**src/rtl/encoder_seq_ctrl_pkg.sv**
```systemverilog
// Shared encoder definitions: transfer kind codes, sequencer states and width helpers.
package encoder_seq_ctrl_pkg;

    typedef enum logic [1:0] {
        KindHeader = 2'd0,
        KindStatus = 2'd1,
        KindTag    = 2'd2,
        KindData   = 2'd3
    } kind_e;

    typedef enum logic {
        StIdle   = 1'b0,
        StActive = 1'b1
    } state_e;

    function automatic int unsigned clog2(input int unsigned value);
        int unsigned res;
        int unsigned span;
        res  = 0;
        span = 1;
        while (span < value) begin
            span = span << 1;
            res  = res + 1;
        end
        return res;
    endfunction

    // Word-index width; never narrower than one bit so single-word blocks still index.
    function automatic int unsigned cnt_width(input int unsigned nw);
        return (clog2(nw) < 1) ? 1 : clog2(nw);
    endfunction

endpackage

```
**src/rtl/encoder_seq_ctrl_word_cnt.sv**
```systemverilog
// Word index counter for the active transfer: clear, increment and terminal compare.
module encoder_seq_ctrl_word_cnt #(
    parameter int unsigned CW = 3
) (
    input  logic          clk,
    input  logic          syn_rst,
    input  logic          clear,
    input  logic          incr,
    input  logic [CW-1:0] max_idx,
    output logic [CW-1:0] cnt,
    output logic          at_max
);

    logic [CW-1:0] cnt_q;

    always_ff @(posedge clk) begin
        if (syn_rst || clear) begin
            cnt_q <= '0;
        end else if (incr) begin
            cnt_q <= cnt_q + CW'(1);
        end
    end

    assign cnt    = cnt_q;
    assign at_max = (cnt_q == max_idx);

endmodule

```
**src/rtl/encoder_seq_ctrl.sv**
```systemverilog
// Output-bus sequencer: one active transfer plus a one-entry pending request, issuing
// HEADER/STATUS/TAG/DATA word streams with back-to-back hand-over and early termination.
module encoder_seq_ctrl
    import encoder_seq_ctrl_pkg::*;
#(
    parameter int unsigned  BUS_SIZE  = 32,
    parameter int unsigned  BLCK_SIZE = 256,
    parameter int unsigned  TAG_SIZE  = 128,
    localparam int unsigned NW        = BLCK_SIZE / BUS_SIZE,
    localparam int unsigned NT        = TAG_SIZE / BUS_SIZE,
    localparam int unsigned CW        = cnt_width(NW)
) (
    input  logic          clk,
    input  logic          syn_rst,
    input  logic          req_valid,
    input  logic [1:0]    req_kind,
    input  logic [CW-1:0] req_nwm1,
    input  logic          req_last,
    output logic          req_ready,
    input  logic          unlock_dig_process,
    input  logic          ready_ext,
    input  logic          early_invalid,
    output logic          out_valid,
    output logic [1:0]    ctrl_mux_kind,
    output logic [CW-1:0] ctrl_mux_out,
    output logic          data_out_last,
    output logic          release_buffer,
    output logic          busy
);

    state_e        state_q, state_d;
    kind_e         act_kind_q, act_kind_d;
    logic [CW-1:0] act_max_q, act_max_d;
    logic          act_last_q, act_last_d;
    logic          pend_full_q, pend_full_d;
    kind_e         pend_kind_q, pend_kind_d;
    logic [CW-1:0] pend_max_q, pend_max_d;
    logic          pend_last_q, pend_last_d;
    logic          release_q, release_d;
    logic          busy_q;

    kind_e         req_kind_e;
    logic [CW-1:0] req_max;
    logic          req_fire;
    logic          word_accept;
    logic          word_final;
    logic          at_max;

    assign req_kind_e  = kind_e'(req_kind);
    assign req_ready   = ~syn_rst & ~pend_full_q & ~((req_kind_e == KindData) & ~unlock_dig_process);
    assign req_fire    = req_valid & req_ready;
    assign word_accept = out_valid & ready_ext;
    assign word_final  = word_accept & (at_max | early_invalid);

    // Requests carry their final word index so the counter compare is kind-agnostic.
    always_comb begin
        req_max = '0;
        case (req_kind_e)
            KindTag:  req_max = CW'(NT - 1);
            KindData: req_max = req_nwm1;
            default:  req_max = '0;
        endcase
    end

    encoder_seq_ctrl_word_cnt #(
        .CW(CW)
    ) u_word_cnt (
        .clk     (clk),
        .syn_rst (syn_rst),
        .clear   (word_final),
        .incr    (word_accept),
        .max_idx (act_max_q),
        .cnt     (ctrl_mux_out),
        .at_max  (at_max)
    );

    always_ff @(posedge clk) begin
        if (syn_rst) begin
            state_q     <= StIdle;
            act_kind_q  <= KindHeader;
            act_max_q   <= '0;
            act_last_q  <= 1'b0;
            pend_full_q <= 1'b0;
            pend_kind_q <= KindHeader;
            pend_max_q  <= '0;
            pend_last_q <= 1'b0;
            release_q   <= 1'b0;
            busy_q      <= 1'b0;
        end else begin
            state_q     <= state_d;
            act_kind_q  <= act_kind_d;
            act_max_q   <= act_max_d;
            act_last_q  <= act_last_d;
            pend_full_q <= pend_full_d;
            pend_kind_q <= pend_kind_d;
            pend_max_q  <= pend_max_d;
            pend_last_q <= pend_last_d;
            release_q   <= release_d;
            busy_q      <= (state_d == StActive) | pend_full_d;
        end
    end

    always_comb begin
        state_d     = state_q;
        act_kind_d  = act_kind_q;
        act_max_d   = act_max_q;
        act_last_d  = act_last_q;
        pend_full_d = pend_full_q;
        pend_kind_d = pend_kind_q;
        pend_max_d  = pend_max_q;
        pend_last_d = pend_last_q;
        release_d   = 1'b0;
        unique case (state_q)
            StIdle: begin
                if (req_fire) begin
                    state_d    = StActive;
                    act_kind_d = req_kind_e;
                    act_max_d  = req_max;
                    act_last_d = req_last;
                end
            end
            StActive: begin
                if (word_final) begin
                    release_d = (act_kind_q == KindData);
                    if (pend_full_q) begin
                        act_kind_d  = pend_kind_q;
                        act_max_d   = pend_max_q;
                        act_last_d  = pend_last_q;
                        pend_full_d = 1'b0;
                    end else if (req_fire) begin
                        act_kind_d = req_kind_e;
                        act_max_d  = req_max;
                        act_last_d = req_last;
                    end else begin
                        state_d = StIdle;
                    end
                end else if (req_fire) begin
                    pend_full_d = 1'b1;
                    pend_kind_d = req_kind_e;
                    pend_max_d  = req_max;
                    pend_last_d = req_last;
                end
            end
            default: state_d = StIdle;
        endcase
    end

    always_comb begin
        out_valid      = (state_q == StActive);
        ctrl_mux_kind  = act_kind_q;
        release_buffer = release_q;
        busy           = busy_q;
        data_out_last  = out_valid & act_last_q & (at_max | early_invalid);
    end

endmodule

```
**config.mk**
```make
export PLATFORM = sky130hd
export DESIGN_NAME = encoder_seq_ctrl
export DESIGN_NICKNAME = d
export VERILOG_FILES = /design/src/rtl/encoder_seq_ctrl_pkg.sv /design/src/rtl/encoder_seq_ctrl_word_cnt.sv /design/src/rtl/encoder_seq_ctrl.sv
export SDC_FILE = /design/constraint.sdc
export NUM_CORES = 1
export LEC_CHECK = 0
export ABC_AREA = 1
export BUFFER_PORTS_ARGS = -buffer_cell sky130_fd_sc_hd__buf_2
export CORE_MARGIN = 10
export CORE_UTILIZATION = 50
export DETAILED_ROUTE_END_ITERATION = 12
export PLACE_DENSITY_LB_ADDON = 0.1
export SYNTH_ARGS = -nofsm -noshare
export SYNTH_HDL_FRONTEND = slang
export SYNTH_HIERARCHICAL = 1
export SYNTH_SLANG_ARGS = --single-unit
```
**constraint.sdc**
```tcl
create_clock -name clk -period 4.1 [get_ports clk]
set_clock_uncertainty 0.1 [all_clocks]
set_input_delay 0.82 -clock clk [delete_from_list [all_inputs] [get_ports clk]]
set_output_delay 0.82 -clock clk [all_outputs]
set_load 0.02 [all_outputs]
```
==> run summary, run 1 <==
The buffer type at the clock tree root is sky130_fd_sc_hd__clkbuf_4. The relative contribution of the clock network to total power was 25.8%; the largest stage delay on the critical path was 0.40 ns. The max capacitance violation total is 0, and the die footprint is 4170 um2.

The transition time of the tightest slew-check pin was 0.394 ns; the final core utilization was 58.9%. In this run the worst path has a maximum fanout of 4. The met2 routed wirelength is 974 um, and the maximum buffer depth of the clock tree is 2. The time the worst path needs with I/O delays and setup works out to 2.37 ns.

The final-report setup violation count is 0, and the sink count of the clock tree is 19. Yosys attributes the largest share of cell area to sky130_fd_sc_hd__dfxtp_1 (38%), sky130_fd_sc_hd__nand2_1 (18%), sky130_fd_sc_hd__inv_1 (8.7%), sky130_fd_sc_hd__nor2_1 (8.7%), sky130_fd_sc_hd__nand3_1 (5.5%). The worst slack at placement is 1.77 ns, and the die span in x is 64.6 um. The vertical die dimension was 64.6 um; the fraction of power spent switching nets was 29.1%. In the final routed layout, each cell accounts on average for 10.6 um. The run gives 256 uW as the cell-internal power.

STA classifies the critical path endpoint as an output pin. The synthesized design contains 19 register bits. The biggest area contributor in the post-synthesis netlist is sky130_fd_sc_hd__dfxtp_1. The count of antenna diodes in the layout is 0.

The remaining antenna violation count after routing was 0; the total power divided by cell area was 319 nW/um2. Each instance of the synthesized netlist takes up on average 6.46 um2. The uppermost signal routing layer after detailed routing was met4. After layout, the design draws a total of 361 uW.

The later-pin clock latency in the skew report came out at 0.29 ns. Together, buffers and inverters on the worst path number 2. In this run the static leakage power is 0.000644 uW.

The sum of routed wire segments on met1 is 1020 um, and the synthesis-to-finish area growth is 13.8%. In this run, CTS created clock tree buffers numbering 3. The tools report the core region area as 1920 um2. The worst pin sits at a relative slew slack of 73.7%. The clock slew at the register clock pins of the worst setup and hold paths is 0.11 ns, and the detailed-route via count is 956. 22 I/O pins were placed.

The share of layout cells above drive strength 1 was 19.9%; the total detailed-routing wirelength was 2150 um. The flow ran to the end, and the final reports show no timing, DRC or antenna violations. The data arrival time of the critical path is 1.45 ns, and the first-pass iteration count of the detailed router is 4. The critical path goes through xnor2_1, nand2_1, nor2_1, inv_1, nand2_1, nand2_1, nor2_1, buf_2. The logs give 1.73 ns for the final worst-path setup slack and 167 for the post-synth net total. The tools report the H-tree depth as 1. Across every metal layer, demand over resource in global routing totals 10.3%. Per report_power, the sequential group accounts for 55.6% of the total. For this design, the CTS-stage hold fixing added 0 buffers. Setup repair after global routing left no endpoint under its margin. The count of input and output buffers came out at 21.

The number of antenna violations at the first check in global routing was 0. After synthesis, flip-flops and latches occupy 38.2% of the total area. The area used by sequential logic in the layout came out at 380 um2.

Data required time of the critical path: 3.18 ns. After routing, the total negative slack on setup checks comes to 0 ns. The analysis attributes to net switching a power of 105 uW. The number of filler instances in the final layout is 213. The number of post-CTS setup repair buffers came out at 0. Entering global routing, the biggest net connects 16 pins.

STA classifies the critical path startpoint as a register. In the synthesized netlist, the number of instances is 154. Kind of path behind the tightest hold check: register to register. The half-perimeter wire length after detailed placement was 1680 um. The number of different library cells in the post-synthesis netlist is 20, and the combined area of the multi-input logic cells is 497 um2. The congestion estimate from routability-driven global placement came to 0.818. The logs give 0 for the post-route DRC violation count and 143 um for the detailed-routed wire length on met3. The final worst-path cycle share is 57.8%, and the highest clock frequency the design can meet is 422 MHz. Once the floorplan was initialized, standard cells occupied 51.8% of the core. The detailed router finished its first iteration with 17 violations. Number of pins exceeding their max-slew limit in the final report: 0. The cell repeated most along the worst path is sky130_fd_sc_hd__nand2_1. Row generation in the floorplan step produced 16 rows.

In the routed layout, each cell is associated on average with a via count of 4.71. The total global routing overflow is 0, and the relative contribution of combinational cells to total power is 18.7%. The first global-routing pass estimated 3650 um of wire.

The tools report the number of warnings reported in the yosys synthesis log as 6. The number of resized instances in the post-cts repair step came out at 0. The kind of critical path was register to output pin.

The synthesized netlist occupies a cell area of 995 um2. The cell family contributing the most delay on the critical path is simple AND/OR/NAND/NOR gates. The tools report the total count of hold-check failures in the final report as 0.

The number of global-route vias before repair was 880. VDD sags by at most 0.200 mV. Summed over its instances, the top area cell type makes up 38.2% of the synthesized netlist area. The net count of the finished layout is 190.

For this design, the slowest cell found on the critical path is sky130_fd_sc_hd__dfxtp_1. TritonCTS built the clock tree.
==> cells in the final DEF (no fill, tap or decap), types with 2 or more instances in the layout <==
cell type                  netlist  routed
sky130_fd_sc_hd__buf_2           1      21
sky130_fd_sc_hd__nor2_1         23      23
sky130_fd_sc_hd__inv_1          23      23
sky130_fd_sc_hd__nand2_1        48      48
sky130_fd_sc_hd__dfxtp_1        19      19
sky130_fd_sc_hd__o21ai_0         3       3
sky130_fd_sc_hd__clkbuf_4        0       3
sky130_fd_sc_hd__nand3_1        11      11
sky130_fd_sc_hd__nor2_2          2       2
sky130_fd_sc_hd__a21oi_1         8       8
sky130_fd_sc_hd__nand3_2         2       2
sky130_fd_sc_hd__nand2_2         4       4
==> per-layer routing <==
| layer | up-vias | GRT usage (%) |
|---|---|---|
| met3 | 2 | 3.44 |
| met4 | 0 | 4.01 |
| met1 | 416 | 11.6 |
| met2 | 29 | 17.4 |
| li1 | 509 | - |
| met5 | - | 0 |
==> state kept, by name, indices dropped and copies added, names as in the netlist <==
register        flops
pend_last_q         1
ctrl_mux_kind       2
pend_max_q          3
act_last_q          1
out_valid           1
pend_kind_q         2
release_buffer      1
act_max_q           3
pend_full_q         1
u_word_cnt/cnt      3
busy                1
==> final timing paths <==
check	start	endpoint	slack (ns)	cells after the start
min reg2reg	pend_max_q[2]	pend_max_q[2]	0.38	2
max reg2reg	u_word_cnt/cnt[0]	pend_kind_q[0]	2.29	12
min	pend_max_q[2]	pend_max_q[2]	0.38	2
max	u_word_cnt/cnt[1]	data_out_last	1.73	8
==> worst min-delay path: cells and delay by family (launching register included) <==
kind	cells	cell delay (ns)
DFF	1	0.32
and+or+nand+nor	1	0.07
AOI/OAI and AO/OA	1	0.05
==> synth_stat cells, drive strengths merged <==
cell type	count
nand3	13
inv	24
ha	1
a21oi	9
xor2	1
o21ai	4
nor2	25
xnor2	1
nand2	53
dfxtp	19
buf	3
a21boi	1
==> power by group through the flow <==
stage,Sequential (uW),Combinational [uW],Clock [uW]
floorplan,209,45.5,0
global placement,205,66.5,0
finish,201,67.4,93.1
CTS,201,68.1,97.3
detailed placement,205,67.9,0
global route,202,77.2,102
==> cells by family after synthesis <==
kind of cell	after synthesis	share of synthesized area, %
AO/OA/AOI/OAI	14	7.67
XOR/XNOR	2	1.76
adder cells (fa/ha/maj)	1	1.26
buffers and inverters	27	11.8
flip-flops	19	38.2
AND/OR/NAND/NOR	91	39.2
==> layout make-up <==
type	count	area share, %
Inverter	24	7.96
Sequential cell	19	33.6
Timing Repair Buffer	21	9.28
Clock buffer	4	2.32
Multi-Input combinational cell	108	43.9
Tap cell	27	2.98
==> per-stage QoR <==
step           cell area, um2  instances  hold WS [ns]
3_3_place_gp             1110        199         0.361
4_1_cts                  1130        203         0.379
6_report                 1130        203         0.376
2_1_floorplan             995        154         0.342
5_1_grt                  1130        203         0.396
3_5_place_dp             1110        199         0.360
Note: power is estimated with default switching activity, not from simulation.
==> run 2, diff against run 1 <==
==> constraint.sdc (replaced) <==
create_clock -name clk -period 2.2 [get_ports clk]
set_clock_uncertainty 0.1 [all_clocks]
set_input_delay 0.44 -clock clk [delete_from_list [all_inputs] [get_ports clk]]
set_output_delay 0.44 -clock clk [all_outputs]
set_load 0.02 [all_outputs]
==> run summary, run 2 (synthesized netlist as in run 1, its figures left out) <==
The kind of path behind the tightest hold check is input port to register. The share of layout cells above drive strength 1 was 19.9% (unchanged). The maximum buffer depth of the clock tree is 2 (unchanged), and the later-pin clock latency in the skew report is 0.29 ns (about the same). In the layout the commonest cells are sky130_fd_sc_hd__nand2_1 (48), sky130_fd_sc_hd__inv_1 (23), sky130_fd_sc_hd__nor2_1 (23), sky130_fd_sc_hd__buf_2 (21), sky130_fd_sc_hd__dfxtp_1 (19). The worst max-slew margin expressed relative to the limit is 76.2% (+2.5 points). The worst setup path is launched from a register.

The run gives 0.826 (+0.88%) as the placer congestion estimate. The tools report the core region area as 1920 um2 (unchanged). The average vias per placed instance came out at 4.54 (-3.7%).

The tools report the number of antenna violations at the first check in global routing as 0 (unchanged). The logs give 1.44 ns (about the same) for the data arrival time of the critical path and 3 (unchanged) for the number of buffers created by CTS. The number of pins exceeding their max-slew limit in the final report came out at 0 (unchanged). Timing would allow up to 505 MHz.

The count of input and output buffers is 21 (unchanged), and the die span in x is 64.6 um (unchanged). The final-report setup violation count is 0 (unchanged). The run gives 19 (unchanged) as the sink count of the clock tree.

The logs give 0 (unchanged) for the hold-fix buffer count after cts and 0.000644 uW (unchanged) for the leakage power. The setup total negative slack came out at 0 ns (unchanged). For the sequential power share, the log shows 56.0% (+0.4 points). Number of post-CTS setup repair buffers: 0 (unchanged). Setup repair after global routing left no endpoint under its margin. For the first-pass iteration count of the detailed router, the log shows 6 (+2).

The number of DRC markers after the initial detailed-route iteration is 35 (+18), and the count of antenna diodes in the layout is 0 (unchanged). For the boundary pin count, the log shows 22 (unchanged). The final-stage net count came out at 190 (unchanged).

The tools report the post-route DRC violation count as 0 (unchanged). The max capacitance violation total is 0 (unchanged), and the wire length of the first global-routing pass is 3370 um (-7.6%). The run gives 1600 um (-4.7%) as the half-perimeter wire length after detailed placement. The initial cell density of the core is 51.8% (unchanged).

For the peak supply drop, the log shows 0.359 mV (+79%). The run gives 380 um2 (unchanged) as the area used by sequential logic in the layout. The H-tree depth is 1 (unchanged), and the total count of hold-check failures in the final report is 0 (unchanged). The tools report the number of resized instances in the post-cts repair step as 0 (unchanged). Largest net degree at the start of global routing: 16 (unchanged).

For the relative contribution of combinational cells to total power, the log shows 18.5% (-0.2 points). The commonest non-fill, non-tap cell in the layout is sky130_fd_sc_hd__nand2_1. The total global routing overflow was 0 (unchanged); the final worst-path cycle share was 90.1%. The tools report the non-filler instance count after layout as 203 (unchanged). For the detailed-route via count, the log shows 921 (-3.7%). Synthesis-to-finish area growth: 13.8% (unchanged).

The per-cell routed wire length is 9.96 um (-6.0%). The run gives 1.66 ns (-1.52 ns) as the data required time of the critical path. The run gives 25.6% (-0.2 points) as the relative contribution of the clock network to total power.

The flow ran to the end, and the final reports show no timing, DRC or antenna violations. The tools report the capturing element type of the critical path as an output pin. Clock slew at the register clock pins of the worst setup and hold paths: 0.10 ns (about the same). The buffer type at the clock tree root is sky130_fd_sc_hd__clkbuf_4. The fraction of power spent switching nets came out at 28.6% (-0.53 points). TritonCTS built the clock tree. After layout, the minimum clock period comes to 1.98 ns. The worst setup path is of the register to output pin kind. The switching power summed over all nets is 191 uW (+82%), and the peak fanout along the critical path is 4 (unchanged). The post-placement cell count is 199 (unchanged), and the number of filler instances in the final layout is 210 (-1.4%). The run gives 801 (-9.0%) as the number of global-route vias before repair. The standard-cell row count is 16 (unchanged). The remaining antenna violation count after routing is 0 (unchanged), and the transition time of the tightest slew-check pin is 0.356 ns (-0.0376 ns).

The total global-route track usage came out at 9.68% (-0.59 points). The total detailed-routing wirelength is 2020 um (-6.0%). The cell-internal power came out at 477 uW (+86%). The total power divided by cell area works out to 590 nW/um2 (+85%). The tools report the die footprint as 4170 um2 (unchanged). The vertical die dimension is 64.6 um (unchanged), and the combined area of the multi-input logic cells is 497 um2 (unchanged).
-- run 2: metal layers --
layer,up-vias,share of wire [%],global-route usage [%]
met5,-,0,0
li1,509,-,-
met1,378,47,12.3
met4,0,0.45,4.01
met2,32,44,14.3
met3,2,8.6,3.61
-- run 2: critical path, cell delays in order (launching register included) --
cell                      delay, ns
sky130_fd_sc_hd__dfxtp_1       0.40
sky130_fd_sc_hd__xnor2_1       0.13
sky130_fd_sc_hd__nand2_1       0.07
sky130_fd_sc_hd__nor2_1        0.08
sky130_fd_sc_hd__inv_1         0.04
sky130_fd_sc_hd__nand2_1       0.11
sky130_fd_sc_hd__nand2_1       0.07
sky130_fd_sc_hd__nor2_1        0.08
sky130_fd_sc_hd__buf_2         0.17
-- run 2: worst paths after layout --
kind / startpoint / end / slack [ns] / cells after the start
worst max-delay path: u_word_cnt/cnt[1] / data_out_last / 0.22 / 8
worst min-delay path: syn_rst / pend_max_q[2] / 0.29 / 2
worst max register to register: u_word_cnt/cnt[0] / pend_last_q / 0.42 / 12
worst min register to register: ctrl_mux_kind[1] / ctrl_mux_kind[1] / 0.38 / 2
-- run 2: per-stage QoR --
step,instance area [um2],utilization [%],total power (uW),setup WS (ns),hold WS [ns]
2_1_floorplan,995,-,474,0.432,0.342
3_3_place_gp,1110,57.6,505,0.496,0.358
3_5_place_dp,1110,57.6,507,0.438,0.367
4_1_cts,1130,58.9,681,0.183,0.277
5_1_grt,1130,58.9,711,0.0799,0.292
6_report,1130,58.9,668,0.218,0.286
-- run 2: power by group through the flow --
| stage | Sequential [uW] | Combinational, uW | Clock [uW] |
|---|---|---|---|
| 2_1_floorplan | 390 | 84.7 | 0 |
| 3_3_place_gp | 382 | 123 | 0 |
| 3_5_place_dp | 382 | 125 | 0 |
| 5_1_grt | 376 | 143 | 191 |
| 6_report | 374 | 123 | 171 |
| 4_1_cts | 374 | 125 | 182 |
-- run 2: cell type report --
cell class,count,area share (%)
well taps,27,2.98
multi-input cells,108,43.9
repair buffers,21,9.28
clock buffers,4,2.32
flip-flops and latches,19,33.6
inverters,24,7.96
